[config.mk]
export PLATFORM = sky130hd
export DESIGN_NAME = prbs_qpsk_symbol_source
export DESIGN_NICKNAME = d
export VERILOG_FILES = /design/src/rtl/qpsk_tx_pkg.sv /design/src/rtl/prbs9_lfsr.sv /design/src/rtl/prbs_qpsk_symbol_source.sv
export SDC_FILE = /design/constraint.sdc
export NUM_CORES = 1
export LEC_CHECK = 0
export ABC_AREA = 1
export CORE_ASPECT_RATIO = 1.1
export CORE_MARGIN = 2
export CORE_UTILIZATION = 45
export CTS_BUF_LIST = sky130_fd_sc_hd__clkbuf_8
export CTS_CLUSTER_SIZE = 8
export DETAILED_ROUTE_END_ITERATION = 10
export PLACE_DENSITY = 0.67
export RECOVER_POWER = 100
export SLEW_MARGIN = 40
export SYNTH_ARGS = -nofsm -noshare
export SYNTH_HDL_FRONTEND = slang
export SYNTH_SLANG_ARGS = --single-unit
[constraint.sdc]
create_clock -name clk -period 2.8 [get_ports clk]
set_input_delay 0.7 -clock clk [delete_from_list [all_inputs] [get_ports clk]]
set_output_delay 0.7 -clock clk [all_outputs]
set_load 0.03 [all_outputs]
[src/rtl/qpsk_tx_pkg.sv]
// Shared constants for the QPSK transmit chain: PRBS9 polynomial taps and
// the +/-1 impulse encodings fed to the shaping filter.
package qpsk_tx_pkg;

    localparam int PRBS9_LEN    = 511;
    localparam int PRBS9_TAP_HI = 8;
    localparam int PRBS9_TAP_LO = 4;

    localparam logic signed [1:0] SYM_POS  = 2'sb01;
    localparam logic signed [1:0] SYM_NEG  = 2'sb11;
    localparam logic signed [1:0] SYM_ZERO = 2'sb00;

    // Bit 0 maps to +1, bit 1 maps to -1.
    function automatic logic signed [1:0] map_bit(input logic b);
        return b ? SYM_NEG : SYM_POS;
    endfunction

    // An all-zero seed would lock the LFSR, so it is replaced by all-ones.
    function automatic logic [8:0] legal_seed(input logic [8:0] s);
        return (s == 9'd0) ? 9'h1FF : s;
    endfunction

endpackage

[src/rtl/prbs9_lfsr.sv]
// PRBS9 (x^9+x^5+1) Fibonacci LFSR; emits lfsr[8] and steps only on i_advance.
module prbs9_lfsr
    import qpsk_tx_pkg::*;
#(
    parameter logic [8:0] SEED = 9'h1AA
) (
    input  logic       clk,
    input  logic       i_reset,
    input  logic       i_advance,
    output logic       o_bit,
    output logic [8:0] o_state
);

    localparam logic [8:0] SEED_EFF = legal_seed(SEED);

    logic [8:0] lfsr;
    logic       fb;

    assign fb = lfsr[PRBS9_TAP_HI] ^ lfsr[PRBS9_TAP_LO];

    always_ff @(posedge clk or negedge i_reset) begin
        if (!i_reset) begin
            lfsr <= SEED_EFF;
        end else if (i_advance) begin
            lfsr <= {lfsr[7:0], fb};
        end
    end

    assign o_bit   = lfsr[PRBS9_TAP_HI];
    assign o_state = lfsr;

endmodule

[src/rtl/prbs_qpsk_symbol_source.sv]
// QPSK symbol source: independent PRBS9 streams for I/Q at baud rate, oversampled
// +/-1 impulses, and periodic deterministic bit-error injection for BER checking.
module prbs_qpsk_symbol_source
    import qpsk_tx_pkg::*;
#(
    parameter logic [8:0] PRBS_SEED_I   = 9'h1AA,
    parameter logic [8:0] PRBS_SEED_Q   = 9'h1FE,
    parameter int         OVERSAMP      = 4,
    parameter int         NB_ERR_PERIOD = 16,
    parameter int         NB_INJ_CNT    = 32
) (
    input  logic                     clk,
    input  logic                     i_reset,
    input  logic                     i_enable,
    input  logic                     i_err_inj_en,
    input  logic [1:0]               i_err_sel,
    input  logic [NB_ERR_PERIOD-1:0] i_err_period,
    output logic                     o_valid,
    output logic                     o_bit_I,
    output logic                     o_bit_Q,
    output logic signed [1:0]        o_os_sym_I,
    output logic signed [1:0]        o_os_sym_Q,
    output logic                     o_prbs_wrap,
    output logic [NB_INJ_CNT-1:0]    o_inj_count
);

    localparam int              PH_W       = $clog2(OVERSAMP);
    localparam logic [PH_W-1:0] PH_LAST    = PH_W'(OVERSAMP - 1);
    localparam logic [8:0]      SEED_I_EFF = legal_seed(PRBS_SEED_I);

    logic [PH_W-1:0]          phase;
    logic [NB_ERR_PERIOD-1:0] sym_cnt;
    logic                     strobe;
    logic                     inj_hit;
    logic                     bit_i, bit_q;
    logic                     tx_i, tx_q;
    logic [8:0]               state_i;
    logic [8:0]               state_q_unused;

    assign strobe  = i_enable && (phase == '0);
    assign inj_hit = i_err_inj_en && (i_err_period != '0)
                     && (sym_cnt >= i_err_period - NB_ERR_PERIOD'(1));
    assign tx_i    = bit_i ^ (inj_hit & i_err_sel[0]);
    assign tx_q    = bit_q ^ (inj_hit & i_err_sel[1]);

    prbs9_lfsr #(.SEED(PRBS_SEED_I)) u_lfsr_i (
        .clk       (clk),
        .i_reset   (i_reset),
        .i_advance (strobe),
        .o_bit     (bit_i),
        .o_state   (state_i)
    );

    prbs9_lfsr #(.SEED(PRBS_SEED_Q)) u_lfsr_q (
        .clk       (clk),
        .i_reset   (i_reset),
        .i_advance (strobe),
        .o_bit     (bit_q),
        .o_state   (state_q_unused)
    );

    // Phase freezes in place while disabled so a resume keeps symbol timing.
    always_ff @(posedge clk or negedge i_reset) begin
        if (!i_reset) begin
            phase <= '0;
        end else if (i_enable) begin
            phase <= (phase == PH_LAST) ? '0 : phase + PH_W'(1);
        end
    end

    always_ff @(posedge clk or negedge i_reset) begin
        if (!i_reset) begin
            sym_cnt     <= '0;
            o_inj_count <= '0;
        end else if (strobe) begin
            if (inj_hit) begin
                sym_cnt <= '0;
                if ((i_err_sel != 2'b00) && (o_inj_count != '1)) begin
                    o_inj_count <= o_inj_count + NB_INJ_CNT'(1);
                end
            end else if (i_err_inj_en && (sym_cnt != '1)) begin
                sym_cnt <= sym_cnt + NB_ERR_PERIOD'(1);
            end
        end
    end

    // o_valid is a one-clock baud strobe with no back-pressure: the bits and
    // impulses are new exactly in the cycle it is high; o_bit_I/Q hold between.
    always_ff @(posedge clk or negedge i_reset) begin
        if (!i_reset) begin
            o_valid     <= 1'b0;
            o_prbs_wrap <= 1'b0;
            o_bit_I     <= 1'b0;
            o_bit_Q     <= 1'b0;
            o_os_sym_I  <= SYM_ZERO;
            o_os_sym_Q  <= SYM_ZERO;
        end else begin
            o_valid     <= strobe;
            o_prbs_wrap <= strobe && (state_i == SEED_I_EFF);
            if (strobe) begin
                o_bit_I    <= tx_i;
                o_bit_Q    <= tx_q;
                o_os_sym_I <= map_bit(tx_i);
                o_os_sym_Q <= map_bit(tx_q);
            end else begin
                o_os_sym_I <= SYM_ZERO;
                o_os_sym_Q <= SYM_ZERO;
            end
        end
    end

endmodule
### After elaboration in Yosys (flattened, before gate mapping)

Index checks and enable logic that the tools add are counted.

* output and inout bits: 40
* register bits: 76
* input bits: 22

* reductions and logical operators: 12
* add/sub/neg operators: 4
* eq/ne operators: 4
* bitwise gates (word level): 6
* muxes and demuxes: 7
* $lt $le $gt $ge: 1

Operators by type and width (count)
* 32-bit by 1-bit adder with 32-bit output (second input constant): 1
* 16-bit 2-to-1 mux: 2
* 32-bit inequality test (second input constant): 1
* 16-bit by 1-bit adder with 16-bit output (second input constant): 1
* 16-bit >= comparator: 1
* 16-bit inequality test (second input constant): 1
* 16-bit nonzero test: 1
* 16-bit by 1-bit subtractor with 16-bit output (second input constant): 1
* 2-bit 2-to-1 mux: 5
* 9-bit == test (second input constant): 1
* 1-bit logical AND: 6
* 2-bit nonzero test: 2
* 1-bit XOR: 4
* 3-bit AND reduction: 1
* 2-bit by 1-bit adder with 2-bit output (second input constant): 1
* 1-bit AND: 2
* 2-bit == test (second input constant): 1
* 2-bit logical NOT: 1
* 2-bit AND reduction: 1

### Longest topological paths before layout

Gate-level depths: netlist of run 1.

* depth in word-level cells: 7
* depth in mapped cells: 21

### Hierarchy

Synthesis of run 1 repeated with hierarchy kept, for this count alone.

* cells, all modules: 657
* area, all modules: 4888.4 um2

By module, submodules not included
* prbs_qpsk_symbol_source: area each 4169.0 um2, cells an instance 581, instances 1
* prbs9_lfsr at u_lfsr_q: area each 361.6 um2, cells an instance 38, instances 1
* prbs9_lfsr at u_lfsr_i: area each 357.8 um2, cells an instance 38, instances 1

### Worst setup path before layout of run 1

OpenSTA, ideal clock, no wires.

* kind: input port to flip-flop
* start point: in i_err_period[0]
* end point: reg o_inj_count[2]
* library setup time: 119 ps
* cell stages on the path: 19
* buffers on the path: 1
* setup slack: -401 ps
* data arrival time: 3082 ps
* path through: inv_1 -> ha_1 -> nand2_2 -> nor3_1 -> nand3_1 -> nor3_1 -> xor2_1 -> inv_1 -> ha_1 -> nand2_1 -> nor3_1 -> nand2_1 -> nand2_2 -> nand3_4 -> clkinv_4 -> nand2_4 -> buf_6 -> nand2_1 -> nand2_1

* cells in the longest elaborated chain, start to end: 4

RTL lines
* from (decl): line prbs_qpsk_symbol_source.sv:17 `input logic [NB_ERR_PERIOD-1:0] i_err_period,`
* 16-bit by 1-bit subtractor with 16-bit output / 16-bit nonzero test (equally long branches): line prbs_qpsk_symbol_source.sv:42, prbs_qpsk_symbol_source.sv:41
* 16-bit >= comparator / 1-bit logical AND (equally long branches): line prbs_qpsk_symbol_source.sv:42, prbs_qpsk_symbol_source.sv:41
* 1-bit logical AND *: line prbs_qpsk_symbol_source.sv:42 `&& (sym_cnt >= i_err_period - NB_ERR_PERIOD'(1));`
* 3-bit AND reduction (no source line) *
* to (signal assigned): line prbs_qpsk_symbol_source.sv:79 `o_inj_count <= o_inj_count + NB_INJ_CNT'(1);`
* to (decl): line prbs_qpsk_symbol_source.sv:24 `output logic [NB_INJ_CNT-1:0] o_inj_count`

Mark *: on every way between the ends. The rest lies on a longest branch, timed or not.
A chain may end at the register's enable or synchronous reset.

### Worst setup path after layout of run 1

* start point: in i_err_period[1]
* end point: reg sym_cnt[1]

* cells in the longest elaborated chain, start to end: 5

RTL lines
* 16-bit by 1-bit subtractor with 16-bit output / 16-bit nonzero test (equally long branches): line prbs_qpsk_symbol_source.sv:42, prbs_qpsk_symbol_source.sv:41
* 16-bit >= comparator / 1-bit logical AND (equally long branches): line prbs_qpsk_symbol_source.sv:42, prbs_qpsk_symbol_source.sv:41
* 1-bit logical AND *: line prbs_qpsk_symbol_source.sv:42
* 2-bit nonzero test (no source line)
* 2-bit AND reduction (no source line)
* to (signal assigned): line prbs_qpsk_symbol_source.sv:82 `sym_cnt <= sym_cnt + NB_ERR_PERIOD'(1);`
* to (decl): line prbs_qpsk_symbol_source.sv:32 `logic [NB_ERR_PERIOD-1:0] sym_cnt;`

Marks and branches as above.

==> results.yml, run 1 <==
run_status:
  run_status: "finished, violations left"
  violations: "negative setup slack"
setup_path:
  crit_required_ns: 3.06
  crit_path_max_incr_delay_ns: 0.28
  critPathMostFrequentCell: "nand2_4"
  cp_slowest_cell: "ha_4"
  path_depth: 21
  crit_arrival_ns: 3.13
  cp_cell_sequence: "buf_8, buf_6, inv_12, ha_4, nand2_4, nor3_4, nand3_2, nor3_2, xor2_1, inv_1, ha_4, nand2_4, nor3_2, nand2_2, nand2_4, nand3_4, buf_12, buf_12, buf_8, nand3_2, nand2_1"
  crit_buf_inv: 7
  end_kind: "register"
  worst_setup_path_start_kind: "primary input"
  r2r_cells: 11
  worstPathMaxFanout: 5
  critPathKind: "in -> reg"
  critPathTopFamily: "simple AND/OR/NAND/NOR gates"
detailed_routing:
  dr.pass1.iters: 4
  viasPerCell: 5.10
  routedWlPerCell_um: 14.1
  drt_iter0_drc: 275
  drt-total-wl_um: 12900
  ant_nets: 0
  num_vias: 4673
  drc_errors: 0
clocking:
  path_clk_slew_ns: 0.08
  clk_latency_ns: 0.38
  clkSinkCount: 74
  cts_tree: "built"
  ctsLongestPathBuffers: 2
  cts_made_buffers: 9
  cts_root_buf: "clkbuf_8"
  h-tree-depth: 3
place:
  portBuffers: 61
  place_hpwl_um: 9050
  placed_cells: 889
  place.gp.congestion: 0.907
grt:
  grtUsageTotal_pct: 23.3
  grt_max_degree: 40
  grt_antenna_before_repair: 0
  overflow: 0
  grt_first_pass_wirelength_um: 21400
  grt_pass1_vias: 4771
floorplan:
  core_area_mm2: 0.0104
  die_h_um: 113
  dieArea_mm2: 0.0116
  fp.dieW_um: 103
  num_rows: 39
  initial_core_util_pct: 46.5
  io_pins: 62
sta:
  finalWorstSetupSlack_ns: -0.0701
  min_period_ns: 2.87
  max_freq_ghz: 0.348
  hold_viol: 0
  drv_slew: 0
  setup_violations: 43
  final.period_utilization_pct: 103
  finClkSkew_ns: 0.0121
  maxSlewHeadroom_pct: 9.59
  setup_tns_ns: -1.50
  rsz0062_at_grt: "yes"
  worst_pin_slew_ns: 1.36
run:
  max_cap_viol_count: 0
finish:
  area_growth_pct: 37.8
  finalNonFillerCells: 916
  seq_area_mm2: 0.00187
  nets: 811
  multi_input_area_mm2: 0.00301
  drive_above_1_share_pct: 21.5
  fillCellCount: 924
  antenna_cells: 0
power_and_ir_drop:
  ir_drop_mv: 0.282
  p_leak_nw: 3.25
  power_density_mw_per_mm2: 476
logic_synthesis:
  yosysUniqueCellTypes: 31
  syn_inst: 662
  syn_area_mm2: 0.00486
  synthesis.nets: 705
  yosysWarnings: 0
  synth.avg_cell_area_um2: 7.34
  synth-seq-cells: 74
  ys_seq_area_share_pct: 38.4
min_path:
  hp-class: "reg -> reg"
  whs_path_depth: 2
## final timing paths
| check | startpoint | to | slack, ns |
|---|---|---|---|
| max | i_err_period[1] | sym_cnt[1]$_DFFE_PN0P_ | -0.07 |
| min | u_lfsr_q.o_state[3]$_DFFE_PN1P_ | u_lfsr_q.o_state[4]$_DFFE_PN1P_ | 0.46 |
| max reg2reg | sym_cnt[1]$_DFFE_PN0P_ | sym_cnt[0]$_DFFE_PN0P_ | 0.60 |
| min reg2reg | u_lfsr_q.o_state[3]$_DFFE_PN1P_ | u_lfsr_q.o_state[4]$_DFFE_PN1P_ | 0.46 |
| max in group asynchronous | i_reset | u_lfsr_q.o_state[0]$_DFFE_PN0P_ | 0.59 |
| min in group asynchronous | i_reset | o_inj_count[31]$_DFFE_PN0P_ | 0.62 |
## layout by cell type, fill, tap and decap left out, drive strengths merged
cell	netlist	routed
and3	1	1
inv	59	60
buf	13	53
nand4	16	16
bufinv	0	2
dfstp	13	13
dlymetal6s2s	0	2
a21oi	16	16
nand3	70	70
dfrtp	61	61
clkdlybuf4s15	0	1
a22oi	1	1
nand2	222	222
xnor2	22	22
ha	21	21
clkinv	1	3
nor3	22	22
clkbuf	5	14
clkdlybuf4s50	0	9
clkinvlp	0	2
or2	1	1
dlygate4sd3	0	41
nand3b	5	5
nor2	64	64
o21ai	21	21
dlygate4sd2	0	2
xor2	28	28
## cell type report
| cell class | instances | share of cell area, % |
|---|---|---|
| multi-input combinational | 510 | 44.9 |
| timing repair buffer | 113 | 17.4 |
| tap | 143 | 2.67 |
| clock inverter | 7 | 1.51 |
| inverter | 60 | 3.81 |
| clock buffer | 9 | 1.85 |
| sequential | 74 | 27.9 |
## kinds of logic (layout without fill, tap and decap cells)
family / count (synthesis) / in the layout / synth area share, %
adder cells (fa/ha/maj): 21 / 21 / 5.41
flip-flops: 74 / 74 / 38.4
XOR/XNOR: 50 / 50 / 9.01
AND/OR/NAND/NOR: 401 / 401 / 35.8
buffers and inverters: 78 / 189 / 7.06
AO/OA/AOI/OAI: 38 / 38 / 4.28
## state kept, by name, indices dropped and copies added (netlist names)
name,flops
o_os_sym_Q,2
o_prbs_wrap,1
o_inj_count,32
phase,2
o_os_sym_I,1
o_bit_I,1
sym_cnt,16
u_lfsr_q.o_state,9
u_lfsr_i.o_state,9
o_bit_Q,1
## metrics by stage
stage	area, µm²	utilization (%)	setup WS [ns]	power [mW]	hold slack, ns
after floorplan	4950	-	-0.159	1.94	0.404
after global placement	5980	57.2	-0.886	2.19	0.450
after detailed placement	5980	57.2	-0.945	2.22	0.453
after CTS	6560	62.8	-0.132	3.20	0.337
after global routing	6700	64.1	-0.237	3.38	0.495
final	6700	64.1	-0.0701	3.18	0.463
## where the power goes
group	switching, mW	total [mW]	internal (mW)	leakage, nW
Clock	0.449	0.956	0.507	0.106
Combinational	0.474	0.783	0.309	2.19
Sequential	0.143	1.45	1.30	0.958
Total	1.07	3.18	2.12	3.25
## Yosys cell counts (all sizes together)
master,instances,area [µm²]
inv,59,221
nand3,70,368
buf,13,93.8
and3,1,6.26
clkbuf,5,18.8
xnor2,22,193
ha,21,263
nor3,22,110
nand4,16,100
or2,1,6.26
nand2,222,851
dfrtp,61,1530
nand3b,5,37.5
dfstp,13,342
o21ai,21,105
clkinv,1,8.76
xor2,28,245
a22oi,1,7.51
a21oi,16,95.1
nor2,64,260
## worst min-delay path: stages, from the launching register on
cell and delay, ns:
dfstp_2 0.37, nand2_1 0.05, nand2_1 0.04
## repair_timing
action,in CTS,in global routing
hold buffers,0,0
gates resized for setup,82,38
pin swaps,37,30
buffers inserted,6,2
setup endpoints to repair,52,52
endpoints found under the hold margin,0,0
gates cloned,3,1
## routing by layer
layer  vias up  track usage [%]  wire length [µm]
met2       109             40.7              6550
met3        29             3.09               479
li1       2343                -                 -
met1      2192             27.4              5440
met4         0             11.9               448
met5         -                0                 0
Power figures use the tool's default switching activity.
==> inputs of run 2 (changes only) <==
- DONT_BUFFER_PORTS: unset -> 1
- PLACE_DENSITY: 0.67 -> unset
- clock period: 2.8 -> 2.4 ns (I/O delays scaled with it)
==> results.yml, run 2 (same netlist as run 1, synthesis figures left out) <==
run_status:
  run_status: "finished, violations left"
  violations: "max-capacitance violations, max-slew violations, negative setup slack"
setup_path:
  end_kind: "register"
  crit_required_ns: 2.71
  critPathMostFrequentCell: "nand2_2"
  cp_cell_sequence: "nor2_2, nand2_2, nor2_4, nand2_2, nor2_2, nand2_2, nor2_4, xor2_1, inv_1, ha_4, nand4_1, nor3_1, nand2_1, nand2_4, nand3_4, buf_12, buf_12, nand2_8, nand3_2, nand2_1"
  crit_path_max_incr_delay_ns: 0.28
  crit_arrival_ns: 2.93
  critPathKind: "in -> reg"
  r2r-start: "sym_cnt[1]$_DFFE_PN0P_"
  critPathTopFamily: "simple AND/OR/NAND/NOR gates"
  startpoint: "i_err_period[3]"
  cp_slowest_cell: "ha_4"
  crit_buf_inv: 3
  worstPathMaxFanout: 7
  worst_setup_path_start_kind: "primary input"
detailed_routing:
  routedWlPerCell_um: 14.6
  dr.max_layer_used: "met4"
  ant_nets: 0
  drt_iter0_drc: 268
  viasPerCell: 5.13
  wl_met2_um: 6100
  drc_errors: 0
  dr.pass1.iters: 5
  num_vias: 4462
  drt-met1-wl_um: 5510
  met3_length_um: 825
  drt-total-wl_um: 12700
floorplan:
  dieArea_mm2: 0.0116
  io_pins: 62
  num_rows: 39
  fp.dieW_um: 103
  die_h_um: 113
  core_area_mm2: 0.0104
  initial_core_util_pct: 46.5
grt:
  grtUsageTotal_pct: 23.1
  overflow: 0
  grt_antenna_before_repair: 0
  grt_first_pass_wirelength_um: 21100
  grt_max_degree: 62
  grt_pass1_vias: 4488
power_and_ir_drop:
  ir_drop_mv: 0.410
  power_density_mw_per_mm2: 581
  p_leak_nw: 2.96
  total_power_mw: 3.52
min_path:
  hp-class: "in -> async"
sta:
  rsz0062_at_grt: "yes"
  min_period_ns: 2.62
  maxSlewHeadroom_pct: -4.10
  final.period_utilization_pct: 109
  setup_violations: 52
  setup_tns_ns: -8.74
  finClkSkew_ns: 0.0130
  max_freq_ghz: 0.381
  drv_slew: 62
  finalWorstSetupSlack_ns: -0.222
  worst_pin_slew_ns: 1.56
  hold_viol: 0
place:
  portBuffers: 0
  place_hpwl_um: 9250
  place.gp.congestion: 0.870
finish:
  regMostFlops: "o_inj_count"
  nets: 764
  antenna_cells: 0
  area_growth_pct: 24.5
  largest_register_ffs: 32
  largestRegisters: "o_inj_count (32), sym_cnt (16)"
  layout_commonest_cell: "nand2_1"
  layout_common_cells: "nand2_1, dfrtp_1, inv_1"
  drive_above_1_share_pct: 22.9
  final_util_pct: 57.9
clocking:
  cts_made_buffers: 9
  clk_latency_ns: 0.37
  ctsLongestPathBuffers: 2
  path_clk_slew_ns: 0.09
  cts_tree: "built"
  h-tree-depth: 3
  clkSinkCount: 74
  cts_root_buf: "clkbuf_8"
run:
  max_cap_viol_count: 1
[run 2: cell types whose count changed in the layout (fill, tap and decap cells not counted), moves of 3 or more]
cell,change
nand3_2,-9
buf_6,-3
clkdlybuf4s50_1,-9
buf_4,+19
nand3_1,+9
dlygate4sd3_1,-41
[run 2: stage by stage]
| step | instance area [µm²] | hold WS (ns) | instances | setup slack (ns) |
|---|---|---|---|---|
| global placement | 5530 | 0.306 | 848 | -0.634 |
| detailed placement | 5530 | 0.307 | 848 | -0.646 |
| floorplan | 4950 | 0.304 | 662 | -0.459 |
| CTS | 5970 | 0.0546 | 869 | -0.192 |
| finish | 6050 | 0.0653 | 869 | -0.222 |
| global route | 6050 | 0.0459 | 869 | -0.386 |
[run 2: power breakdown]
group	switching [mW]	internal, mW
combinational	0.470	0.297
clock	0.493	0.510
sequential	0.229	1.52
[run 2: layout make-up]
cell class | count | area, µm²
inverter | 60 | 255
clock inverter | 6 | 65.1
timing repair buffer | 66 | 596
tap | 143 | 179
multi-input combinational | 510 | 2950
clock buffer | 10 | 138
fill | 987 | 4390
sequential | 74 | 1870
[run 2: worst paths after layout]
| kind | endpoint | slack (ns) | cells after the start |
|---|---|---|---|
| hold / removal | u_lfsr_q.o_state[7]$_DFFE_PN1P_ | 0.07 | 0 |
| min in group clk | phase[0]$_DFFE_PN0P_ | 0.33 | 1 |
| setup reg to reg | sym_cnt[0]$_DFFE_PN0P_ | 0.20 | 11 |
| max in group asynchronous | o_inj_count[30]$_DFFE_PN0P_ | 0.85 | 1 |
| setup / recovery | sym_cnt[6]$_DFFE_PN0P_ | -0.22 | 20 |
| hold reg to reg | u_lfsr_q.o_state[2]$_DFFE_PN1P_ | 0.47 | 2 |
[run 2: timing repair]
item,CTS,global route
resized for setup,37,31
hold buffers,1,0
pin swaps,6,10
hold endpoints to repair,61,0
endpoints found under the setup margin,52,52
setup buffers,3,0
cloned,1,0
[run 2: layer usage]
layer / track usage, % / vias to the layer above
met5: 0 / -
met4: 7.46 / 0
met3: 6.86 / 23
met2: 36.9 / 133
met1: 29.9 / 2065
li1: - / 2241
